File: src/rtl/packer_ring.sv
// ---------------------------------------------------------------------------
// packer_ring
//   Packs a stream of right-aligned values of runtime bit width b (1..16)
//   LSB-first, without gaps, into DATA_W-bit words. A block is bounded by a
//   value count. The final, possibly partial, word is zero-padded and tagged
//   with trm_last.
//
// Optional feature (macro PACKER_PERF_COUNTER_EN):
//   Adds a done pulse and saturating input/output stall counters.
//
// Ports:
//   clk, rstn            clock, asynchronous active-low reset
//   start                one-cycle pulse, latches config (ignored unless idle)
//   bitwidth_d           bits per value; 0 or >16 is treated as 16
//   transmitted_values   number of values in the block
//   rcv_valid/ready/data input value stream (value in bits [b-1:0])
//   trm_valid/ready/data output word stream, trm_last on the final word
//   busy                 high whenever a block is in progress
//   done                 (optional) pulse when a block completes
//   in_stall_cycles      (optional) busy && rcv_valid && !rcv_ready cycles
//   out_stall_cycles     (optional) trm_valid && !trm_ready cycles
// ---------------------------------------------------------------------------
module packer_ring #(
  parameter int DATA_W = 16,
  parameter int CNT_W  = 32
) (
  input  logic              clk,
  input  logic              rstn,
  input  logic              start,
  input  logic [4:0]        bitwidth_d,
  input  logic [CNT_W-1:0]  transmitted_values,
  input  logic              rcv_valid,
  input  logic [DATA_W-1:0] rcv_data,
  output logic              rcv_ready,
  output logic              trm_valid,
  output logic [DATA_W-1:0] trm_data,
  output logic              trm_last,
  input  logic              trm_ready,
  output logic              busy
`ifdef PACKER_PERF_COUNTER_EN
  ,
  output logic              done,
  output logic [CNT_W-1:0]  in_stall_cycles,
  output logic [CNT_W-1:0]  out_stall_cycles
`endif
);

  // The accumulator holds up to two words of pending bits.
  localparam int ACC_W  = 2 * DATA_W;
  localparam int FILL_W = $clog2(ACC_W) + 1;
  localparam logic [FILL_W-1:0] WORD_BITS = FILL_W'(DATA_W);

  typedef enum logic [1:0] {
    S_IDLE,
    S_PACK,
    S_FLUSH
  } state_t;

  state_t             r_state;
  state_t             w_state_nxt;
  logic [ACC_W-1:0]   r_acc;
  logic [ACC_W-1:0]   w_acc_nxt;
  logic [ACC_W-1:0]   w_acc_base;
  logic [ACC_W-1:0]   w_data_m;
  logic [FILL_W-1:0]  r_fill;
  logic [FILL_W-1:0]  w_fill_nxt;
  logic [FILL_W-1:0]  w_fill_base;
  logic [CNT_W-1:0]   r_remaining;
  logic [4:0]         r_bw;
  logic [DATA_W-1:0]  r_mask;
  logic [4:0]         w_bw_in;
  logic [DATA_W-1:0]  w_mask_in;
  logic               w_start_ok;
  logic               w_accept;
  logic               w_emit;
  logic               w_word_ready;

  assign w_start_ok   = (r_state == S_IDLE) && start;
  assign w_bw_in      = (bitwidth_d == 5'd0 || bitwidth_d > 5'(DATA_W)) ? 5'(DATA_W) : bitwidth_d;
  assign w_mask_in    = DATA_W'((ACC_W'(1) << w_bw_in) - ACC_W'(1));
  assign w_word_ready = (r_fill >= WORD_BITS);

  // The output word is taken straight from the accumulator register, so it
  // stays stable while the downstream stalls.
  assign trm_data = r_acc[DATA_W-1:0];
  assign busy     = (r_state != S_IDLE);

  // State register.
  // NOTE: sequential state uses non-blocking assignments so every register
  // samples pre-edge values regardless of statement order.
  always_ff @(posedge clk or negedge rstn) begin
    if (!rstn) r_state <= S_IDLE;
    else       r_state <= w_state_nxt;
  end

  // Next-state and handshake outputs.
  // NOTE: every signal written here gets a default first; otherwise a path
  // that skips an assignment would infer a latch.
  always_comb begin
    w_state_nxt = r_state;
    rcv_ready   = 1'b0;
    trm_valid   = 1'b0;
    trm_last    = 1'b0;
    w_accept    = 1'b0;
    w_emit      = 1'b0;
    unique case (r_state)
      S_IDLE: begin
        if (start && transmitted_values != '0) w_state_nxt = S_PACK;
      end
      S_PACK: begin
        trm_valid = w_word_ready;
        // A draining word frees 16 bits this cycle, so a new value fits even
        // with a full word pending: full throughput at b=16.
        rcv_ready = !w_word_ready || trm_ready;
        w_accept  = rcv_valid && rcv_ready;
        w_emit    = trm_valid && trm_ready;
        if (w_accept && r_remaining == CNT_W'(1)) w_state_nxt = S_FLUSH;
      end
      S_FLUSH: begin
        trm_valid = (r_fill != '0);
        trm_last  = trm_valid && (r_fill <= WORD_BITS);
        w_emit    = trm_valid && trm_ready;
        if (r_fill == '0 || (w_emit && trm_last)) w_state_nxt = S_IDLE;
      end
      default: w_state_nxt = S_IDLE;
    endcase
  end

  // Accumulator update: drain first, then append the masked value above the
  // bits that remain.
  always_comb begin
    w_acc_base  = w_emit ? (r_acc >> DATA_W) : r_acc;
    w_fill_base = w_emit ? (r_fill - WORD_BITS) : r_fill;
    w_data_m    = ACC_W'(rcv_data & r_mask);
    w_acc_nxt   = w_acc_base;
    w_fill_nxt  = w_fill_base;
    if (w_accept) begin
      w_acc_nxt  = w_acc_base | (w_data_m << w_fill_base);
      w_fill_nxt = w_fill_base + FILL_W'(r_bw);
    end
    // The final word may be partial; clear explicitly rather than subtract.
    if (r_state == S_FLUSH && w_state_nxt == S_IDLE) begin
      w_acc_nxt  = '0;
      w_fill_nxt = '0;
    end
  end

  always_ff @(posedge clk or negedge rstn) begin
    if (!rstn) begin
      r_acc       <= '0;
      r_fill      <= '0;
      r_remaining <= '0;
      r_bw        <= 5'(DATA_W);
      r_mask      <= '1;
    end else begin
      r_acc  <= w_acc_nxt;
      r_fill <= w_fill_nxt;
      if (w_start_ok) begin
        r_bw        <= w_bw_in;
        r_mask      <= w_mask_in;
        r_remaining <= transmitted_values;
      end else if (w_accept) begin
        r_remaining <= r_remaining - CNT_W'(1);
      end
    end
  end

`ifdef PACKER_PERF_COUNTER_EN
  logic             r_done;
  logic [CNT_W-1:0] r_in_stall;
  logic [CNT_W-1:0] r_out_stall;

  always_ff @(posedge clk or negedge rstn) begin
    if (!rstn) begin
      r_done      <= 1'b0;
      r_in_stall  <= '0;
      r_out_stall <= '0;
    end else begin
      r_done <= (w_start_ok && transmitted_values == '0) ||
                (r_state != S_IDLE && w_state_nxt == S_IDLE);
      if (w_start_ok) begin
        r_in_stall  <= '0;
        r_out_stall <= '0;
      end else begin
        if (busy && rcv_valid && !rcv_ready && !(&r_in_stall))
          r_in_stall <= r_in_stall + CNT_W'(1);
        if (trm_valid && !trm_ready && !(&r_out_stall))
          r_out_stall <= r_out_stall + CNT_W'(1);
      end
    end
  end

  assign done             = r_done;
  assign in_stall_cycles  = r_in_stall;
  assign out_stall_cycles = r_out_stall;
`endif

endmodule

File: config.mk
export PLATFORM = sky130hd
export DESIGN_NAME = packer_ring
export DESIGN_NICKNAME = d
export VERILOG_FILES = /design/src/rtl/packer_ring.sv
export SDC_FILE = /design/constraint.sdc
export NUM_CORES = 1
export LEC_CHECK = 0
export BUFFER_PORTS_ARGS = -buffer_cell sky130_fd_sc_hd__buf_2
export CAP_MARGIN = 20
export CORE_MARGIN = 2
export CORE_UTILIZATION = 54
export DETAILED_ROUTE_END_ITERATION = 8
export PLACE_DENSITY = 0.76
export SLEW_MARGIN = 20
export SYNTH_ARGS = -nofsm -noshare
export SYNTH_HDL_FRONTEND = slang
export SYNTH_SLANG_ARGS = --single-unit
export TNS_END_PERCENT = 100
File: constraint.sdc
create_clock -name clk -period 2.56 [get_ports clk]
set_input_delay 0 -clock clk [delete_from_list [all_inputs] [get_ports clk]]
set_output_delay 0 -clock clk [all_outputs]
set_load 0.02 [all_outputs]
### Yosys cells after proc, flatten, opt, wreduce, memory -nomap -nowiden

Index checks and enable logic that the tools add are counted.
W data, S select, Z words.

* bits in registers: 93
* input bits: 58
* output and inout port bits: 20

* $add $sub $neg: 4
* magnitude comparators: 3
* equality and inequality tests: 3
* shifts and indexed selects: 2
* multiplexer cells: 18
* bitwise operators: 2
* reductions and logical operators: 21

Operators with widths (number)
* $mux W32: 5
* $eq A32 B1 Y1 const B: 1
* $or A32 B32 Y32: 1
* $reduce_bool A32 Y1: 1
* $shl A16 B6 Y32: 1
* $sub A32 B1 Y32 const B: 1
* $mux W6: 3
* $and A16 B16 Y16: 1
* $shl A1 B5 Y16 const A: 1
* $sub A16 B2 Y16 const B: 1
* $logic_and A1 B1 Y1: 9
* $add A6 B5 Y6: 1
* $ge A6 B5 Y1 const B: 1
* $le A6 B5 Y1 const B: 1
* $logic_not A6 Y1: 1
* $mux W2: 3
* $pmux W2 S3: 1
* $reduce_bool A6 Y1: 1
* $sub A6 B5 Y6 const B: 1
* $gt A5 B5 Y1 const B: 1
* $logic_not A5 Y1: 1
* $mux W5: 1
* $logic_not A2 Y1: 2
* $pmux W1 S2: 2
* 6 further kinds: 11

### Logic depth before layout (Yosys ltp)

Gate-level depths: netlist (run 1).

* depth in word-level cells: 10
* mapped depth: 15

### Worst setup path before layout (run 1)

No wires, ideal clock.

* path type: register to register
* start: reg r_fill[0]
* end: reg r_fill[5]
* arrival: 2620 ps
* path slack: -154 ps
* cell stages (with the launch flop): 10
* buffers on the path: 1
* cells stage by stage: dfrtp_1 -> buf_2 -> or4_4 -> a211o_1 -> xnor2_4 -> clkinv_1 -> ha_1 -> a21oi_1 -> nor3_1 -> a211oi_1

* cells in the longest elaborated chain, start to end: 10

Ends and longest elaborated chain
* start: declaration: RTL line 65 `logic [FILL_W-1:0] r_fill;`
* start signal: assignment: RTL line 157 `r_fill <= w_fill_nxt;`
* branches (longest 9 deep; another with $ge A6 B5 Y1)
* $mux W6 *: RTL line 142 `if (r_state == S_FLUSH && w_state_nxt == S_IDLE) begin`
* named net w_fill_nxt[5]: RTL line 66 `logic [FILL_W-1:0] w_fill_nxt;`

Mark *: on every way through the listed nets, which the timed path passes.
A chain may end at the register's enable or synchronous reset.

### Worst setup path in the final report (run 1)

* start: reg r_remaining[12]
* end: reg r_fill[4]

* cells in the longest elaborated chain, start to end: 7

Ends and longest elaborated chain
* start: declaration: RTL line 68 `logic [CNT_W-1:0] r_remaining;`
* start signal: assignment: RTL line 161 `r_remaining <= transmitted_values;`
* start signal: assignment: RTL line 163 `r_remaining <= r_remaining - CNT_W'(1);`
* $eq A32 B1 Y1: RTL line 117 `if (w_accept && r_remaining == CNT_W'(1)) w_state_nxt = S_FLUSH;`
* $logic_and A1 B1 Y1: RTL line 117
* $mux W2: RTL line 117
* $pmux W2 S3: RTL line 106 `unique case (r_state)`
* $logic_not A2 Y1: RTL line 142
* $logic_and A1 B1 Y1: RTL line 142
* $mux W6: RTL line 142
* named net w_fill_nxt[4]: RTL line 66

The timed path passes the listed nets, and every way through them passes these cells.

==> flow_summary_export.csv, run 1 <==
group,metric,value,unit
global_routing,use_met1,42.1,%
worst_setup_path,cp_top_family,"simple AND/OR/NAND/NOR gates",
synth,synth-async-reset-ratio,100,%
worst_setup_path,setup.worst_path.start,"r_remaining[12]",
synth,yosysSeqAreaShare,35.8,%
clock_tree,ctsLongestPathBuffers,2,
drt,wire_per_inst,19.5,um
sta,whs,14.4,ps
place,io_buffers,77,
drt,drc,0,
sta,fin_skew,10.2,ps
power,vdd_drop_max,458,uV
layout,utilization,69.6,%
power,powerDensity,1190,mW/mm^2
worst_setup_path,rrSetupSlack,-30,ps
clock_tree,clock_latency,360,ps
layout,final_area,0.00832,mm^2
layout,fin_nets,955,
global_routing,grt_start_max_net_pins,82,
worst_setup_path,crit_type,"register to register",
worst_setup_path,crit_chain,"or4_4, or4_4, nor4_4, a31o_2, a22oi_2, buf_6, clkbuf_16, a221oi_2",
sta,post-route-min-period,2590,ps
place,dp.cells,970,
synth,post-synth-top-count-cell,"nand2_1",
synth,synth_ff_type,"dfrtp_1",
sta,worst_pin_slew,761,ps
power,power.total,9.91,mW
worst_setup_path,crit_cells,8,
worst_setup_path,cp_max_fo,5,
die,rows,40,
die,fp.dieW,114,um
layout,area_growth,26.7,%
clock_tree,numCtsBuffers,9,
worst_setup_path,cpPeakStageDelay,540,ps
die,chipHeight,114,um
synth,synthesis.instances,755,
global_routing,grt_pass1_vias,6298,
sta,finalSetupViolations,2,
layout,n_fill_cell,912,
synth,yosysTopAreaCellShare,29.0,%
drt,finalWirelength,20.1,mm
layout,multi_input_area,0.00404,mm^2
synth,synthTopCellsByArea,"dfrtp_1 29%, nand2_1 8.1%, dfstp_2 6.8%",
sta,fin_crit_sh,101,%
sta,hold_viol,0,
worst_setup_path,worstReg2RegEnd,"r_fill[4]",
global_routing,antenna_found_initial,0,
worst_setup_path,cp.arrival,2860,ps
worst_setup_path,cp-endpoint,"r_fill[4]",
clock_tree,path_clk_slew,70,ps
drt,drtPass1Iterations,6,
clock_tree,cts_sinks,93,
synth,synthDistinctLibCells,65,
global_routing,gr-usage-met2,49.7,%
synth,ys_seq_elements,93,
place,placed_area,0.00728,mm^2
run_status,violations,"setup timing",
synth,netlist_area,0.00657,mm^2
sta,finalWorstSetupSlack,-31.6,ps
worst_setup_path,crit_path_end_kind,"register",
synth,syn_area_per_cell,8.70,um^2
synth,ys_warn_count,0,
layout,drive_gt1_share,28.4,%
clock_tree,cts-root-buf,"clkbuf_16",
place,gp_congestion,0.908,
global_routing,grt_pass1_wl,32.1,mm
drt,post_drt_via_cell_ratio,6.25,
global_routing,grt_util_all_layers,31.2,%
worst_setup_path,start_kind,"register",
global_routing,use_met3,5.66,%
sta,fmax,386,MHz
drt,drt_iter0_drc,653,
die,die-area,0.0131,mm^2
power,p_leak,3.51,nW
hold_path,worstHoldPathType,"primary input to register",
sta,grt_setup_unrepaired,"yes",
drt,drtAntennaViolNets,0,
place,pre_cts_slack,-172,ps
synth,synth_edf_count,0,
worst_setup_path,cp.required,2830,ps
clock_tree,cts_tree,"built",
place,hpwlAfterDp,13.0,mm
worst_setup_path,path_common_cell,"or4_4",
job,maxCapViolCount,0,
layout,final_cell_count_no_fill,1032,
drt,vias,6449,
synth,syn_nets,830,
clock_tree,htreeDepth,3,
global_routing,grt_overflow,0,
worst_setup_path,crit_slowest_cell,"or4_4",
run_status,status,"finished, violations left",
worst_setup_path,r2r_cells,8,
sta,final_max_slew_viol_count,0,
synth,netlist_top_cells_count,"142 x nand2_1, 76 x dfrtp_1, 61 x o21ai_0",
die,initial_core_util,54.9,%
worst_setup_path,r2r-start,"r_remaining[12]",
die,pin_count,78,
synth,synth_top_area_cell,"dfrtp_1",
sta,relSlewSlack,49.3,%
global_routing,grt-busiest-layer,"met2",
layout,antenna_cells,0,
worst_setup_path,cp.buffers_inverters,2,
layout,regArea,0.00235,mm^2
sta,tns,-34.5,ps
die,coreArea,0.0120,mm^2
flip-flops by register name, summed over array words and instances (netlist names):
name and flops:
r_acc 32, r_bw 5, r_fill 6, r_mask 16, r_remaining 32, r_state 2
worst min path at each step:
stage / start / depth (start not counted) / endpoint
floorplan: rstn / 0 / r_acc[0]
global placement: transmitted_values[28] / 3 / r_remaining[28]
detailed placement: transmitted_values[8] / 3 / r_remaining[8]
CTS: bitwidth_d[1] / 3 / r_mask[13]
global route: bitwidth_d[1] / 3 / r_mask[13]
finish: bitwidth_d[1] / 3 / r_mask[13]
cell usage in the layout, fill, tap and decap left out, types with 13 or more instances in the layout:
| master | count |
|---|---|
| nand2_1 | 142 |
| buf_2 | 76 |
| dfrtp_1 | 76 |
| o21ai_0 | 61 |
| buf_4 | 58 |
| nor2_1 | 34 |
| dlygate4sd3_1 | 33 |
| a21oi_1 | 23 |
| xnor2_1 | 19 |
| and2_1 | 18 |
| a32oi_1 | 18 |
| nor3_1 | 18 |
| nand3_1 | 17 |
| xor2_1 | 17 |
| dfstp_2 | 17 |
| inv_1 | 16 |
| nor4_1 | 15 |
| nand4_1 | 15 |
| ha_1 | 13 |
logic make-up after synthesis:
logic type               Yosys count  synth area share [%]
flip-flops                        93                  35.8
AND/OR/NAND/NOR                  325                  24.9
buffers and inverters             82                  6.02
XOR/XNOR                          37                  5.22
adder cells (fa/ha/maj)           17                  3.35
AO/OA/AOI/OAI                    168                  17.4
multiplexers                      33                  7.32
per-layer routing:
| metal | share of wire (%) | wire length [um] |
|---|---|---|
| met5 | 0 | 0 |
| met4 | 3.2 | 650 |
| met3 | 7.5 | 1520 |
| met2 | 47 | 9530 |
| met1 | 42 | 8450 |
area by class of cell:
class                   instances  share of cell area, %
clock inverters                 6                   1.34
inverters                      18                  0.872
well taps                     147                   2.21
clock buffers                  10                   2.75
multi-input cells             580                   48.5
flip-flops and latches         93                   28.2
repair buffers                178                   16.0
report_power, final:
group / total [mW] / internal (mW) / switching (mW)
Clock: 1.58 / 0.956 / 0.620
Combinational: 5.58 / 2.49 / 3.09
Sequential: 2.76 / 2.22 / 0.535
repair_timing:
action / in CTS / in global routing
setup buffers: 4 / 5
hold buffers: 33 / 0
gates cloned: 1 / 3
pin swaps: 6 / 14
resized for setup: 14 / 30
hold endpoints to repair: 108 / 0
setup endpoints to repair: 42 / 43
worst min-delay path, delay by kind of cell:
family	cells	cell delay, ps
AO/OA/AOI/OAI	2	220
buffers and inverters	1	150
Note: power is estimated with default switching activity, not from simulation.
==> run 2, diff against run 1 <==
--- a/config.mk
+++ b/config.mk
@@ -7,6 +7,7 @@
 export LEC_CHECK = 0
 export BUFFER_PORTS_ARGS = -buffer_cell sky130_fd_sc_hd__buf_2
 export CAP_MARGIN = 20
+export CORE_ASPECT_RATIO = 0.9
 export CORE_MARGIN = 2
 export CORE_UTILIZATION = 54
 export DETAILED_ROUTE_END_ITERATION = 8
==> run 2 against run 1 <==
  * The run still ends with setup timing left
  * Cell count is 1.1% higher
  * Cell area fell by 0.81%
  * Non-clock buffer count decreased by 2
  * Critical path type unchanged
  * Largest cell class unchanged
==> flow_summary_export.csv, run 2 (synthesized netlist as in run 1, its figures left out) <==
group,metric,value,unit
worst_setup_path,path_common_cell,"or4_4",
place,hpwlAfterDp,12.8,mm
worst_setup_path,cpPeakStageDelay,550,ps
global_routing,grt_overflow,0,
power,combPwrFrac,57.0,%
layout,mostFrequentLayoutCell,"nand2_1",
global_routing,grt_start_max_net_pins,80,
sta,grt_setup_unrepaired,"yes",
layout,utilization,68.9,%
layout,fin_nets,953,
worst_setup_path,worstReg2RegEnd,"r_fill[3]",
worst_setup_path,crit_path_end_kind,"register",
drt,post_drt_via_cell_ratio,6.19,
drt,drc,0,
sta,fin_crit_sh,102,%
worst_setup_path,cp.required,2770,ps
power,vdd_drop_max,794,uV
clock_tree,cts_tree,"built",
layout,final_area,0.00825,mm^2
drt,wire_per_inst,18.8,um
hold_path,hold_depth,3,
power,p_leak,3.46,nW
run_status,violations,"setup timing",
sta,fin_skew,10.2,ps
sta,whs,19.9,ps
worst_setup_path,cp_max_fo,19,
sta,worst_pin_slew,862,ps
sta,fmax,382,MHz
layout,final_cell_count_no_fill,1043,
sta,relSlewSlack,42.4,%
hold_path,worstHoldStart,"bitwidth_d[3]",
clock_tree,path_clk_slew,70,ps
layout,antenna_cells,0,
place,dp.cells,982,
sta,final_max_slew_viol_count,0,
die,pin_count,78,
drt,drtPass1Iterations,5,
power,powerDensity,1180,mW/mm^2
worst_setup_path,crit_slowest_cell,"or4_4",
clock_tree,cts_sinks,93,
global_routing,grt_pass1_wl,31.2,mm
die,initial_core_util,54.8,%
power,p_seq_share,28.4,%
worst_setup_path,rrSetupSlack,-60,ps
sta,hold_viol,0,
power,swShare,43.2,%
die,rows,38,
global_routing,grt_pass1_vias,6216,
power,power.total,9.70,mW
worst_setup_path,r2r_cells,8,
power,switchingPower,4.19,mW
power,clkPwrFrac,14.6,%
job,maxCapViolCount,0,
worst_setup_path,r2r-start,"r_remaining[9]",
place,io_buffers,77,
drt,drt_iter0_drc,714,
layout,reg_top3,"r_acc (32), r_remaining (32), r_mask (16)",
clock_tree,htreeDepth,3,
global_routing,grt_util_all_layers,30.1,%
die,chipHeight,109,um
worst_setup_path,crit_chain,"or4_4, or4_4, nor4_4, a31oi_2, a22oi_2, buf_6, buf_16, a21oi_1",
worst_setup_path,cp.arrival,2830,ps
layout,area_growth,25.7,%
worst_setup_path,crit_type,"register to register",
sta,finalSetupViolations,36,
clock_tree,cts-root-buf,"clkbuf_16",
layout,final_cell_mix,"142 x nand2_1, 76 x buf_2, 76 x dfrtp_1",
layout,drive_gt1_share,28.4,%
place,pre_cts_slack,-177,ps
sta,post-route-min-period,2620,ps
drt,drtAntennaViolNets,0,
sta,finalWorstSetupSlack,-55.0,ps
place,gp_congestion,0.950,
sta,tns,-1150,ps
drt,vias,6460,
clock_tree,ctsLongestPathBuffers,2,
place,placed_area,0.00728,mm^2
die,fp.dieW,120,um
die,die-area,0.0131,mm^2
hold_path,worstHoldPathType,"primary input to register",
clock_tree,clock_latency,360,ps
worst_setup_path,start_kind,"register",
run_status,status,"finished, violations left",
power,p_int,5.50,mW
die,coreArea,0.0120,mm^2
hold_path,holdPathEnd,"r_bw[3]",
clock_tree,numCtsBuffers,9,
drt,finalWirelength,19.7,mm
global_routing,antenna_found_initial,0,
[run 2: worst max path at each step]
stage          cells past startpoint              end  slack (ps)       startpoint
2_1_floorplan                      9        r_fill[5]         -20        r_fill[0]
4_1_cts                            8  r_remaining[23]          -3   r_remaining[9]
6_report                           8        r_fill[3]         -60   r_remaining[9]
3_5_place_dp                       8         r_acc[1]        -180       r_state[1]
5_1_grt                            8        r_fill[3]        -120   r_remaining[9]
3_3_place_gp                       7        r_acc[22]         -50  r_remaining[12]
[run 2: layer usage]
layer	track usage (%)	vias to the layer above	part of all wire [%]
met2	50.4	329	48
met4	7.97	0	2.4
met5	0	-	0
met1	39.7	3104	42
met3	6.59	61	7.1
li1	-	2966	-
[run 2: layout make-up]
| class | count | area, um^2 |
|---|---|---|
| multi-input combinational | 580 | 4020 |
| fill | 941 | 3730 |
| sequential | 93 | 2350 |
| timing repair buffer | 176 | 1290 |
| clock buffer | 13 | 270 |
| tap | 160 | 200 |
| inverter | 18 | 72.6 |
| clock inverter | 3 | 42.5 |
[run 2: power by group through the flow]
stage / combinational [mW] / sequential (mW) / clock (mW)
after detailed placement: 4.78 / 2.74 / 0
after global routing: 5.96 / 2.82 / 1.48
after global placement: 4.64 / 2.70 / 0
after CTS: 5.05 / 2.72 / 1.42
after floorplan: 3.51 / 2.64 / 0
final: 5.53 / 2.75 / 1.41
[run 2: timing repair]
| action | 4_1_cts | 5_1_grt |
|---|---|---|
| endpoints found under the setup margin | 42 | 47 |
| resized for setup | 9 | 34 |
| setup buffers | 3 | 4 |
| endpoints found under the hold margin | 109 | 0 |
| pin swaps | 9 | 12 |
| cloned | 1 | 3 |
| hold buffers | 34 | 0 |
[run 2: critical path: cells and delay by family (launching register included)]
family | cells | cell delay [ps]
buffers and inverters | 2 | 360
AOI/OAI and AO/OA | 3 | 460
DFF | 1 | 390
and+or+nand+nor | 3 | 1240
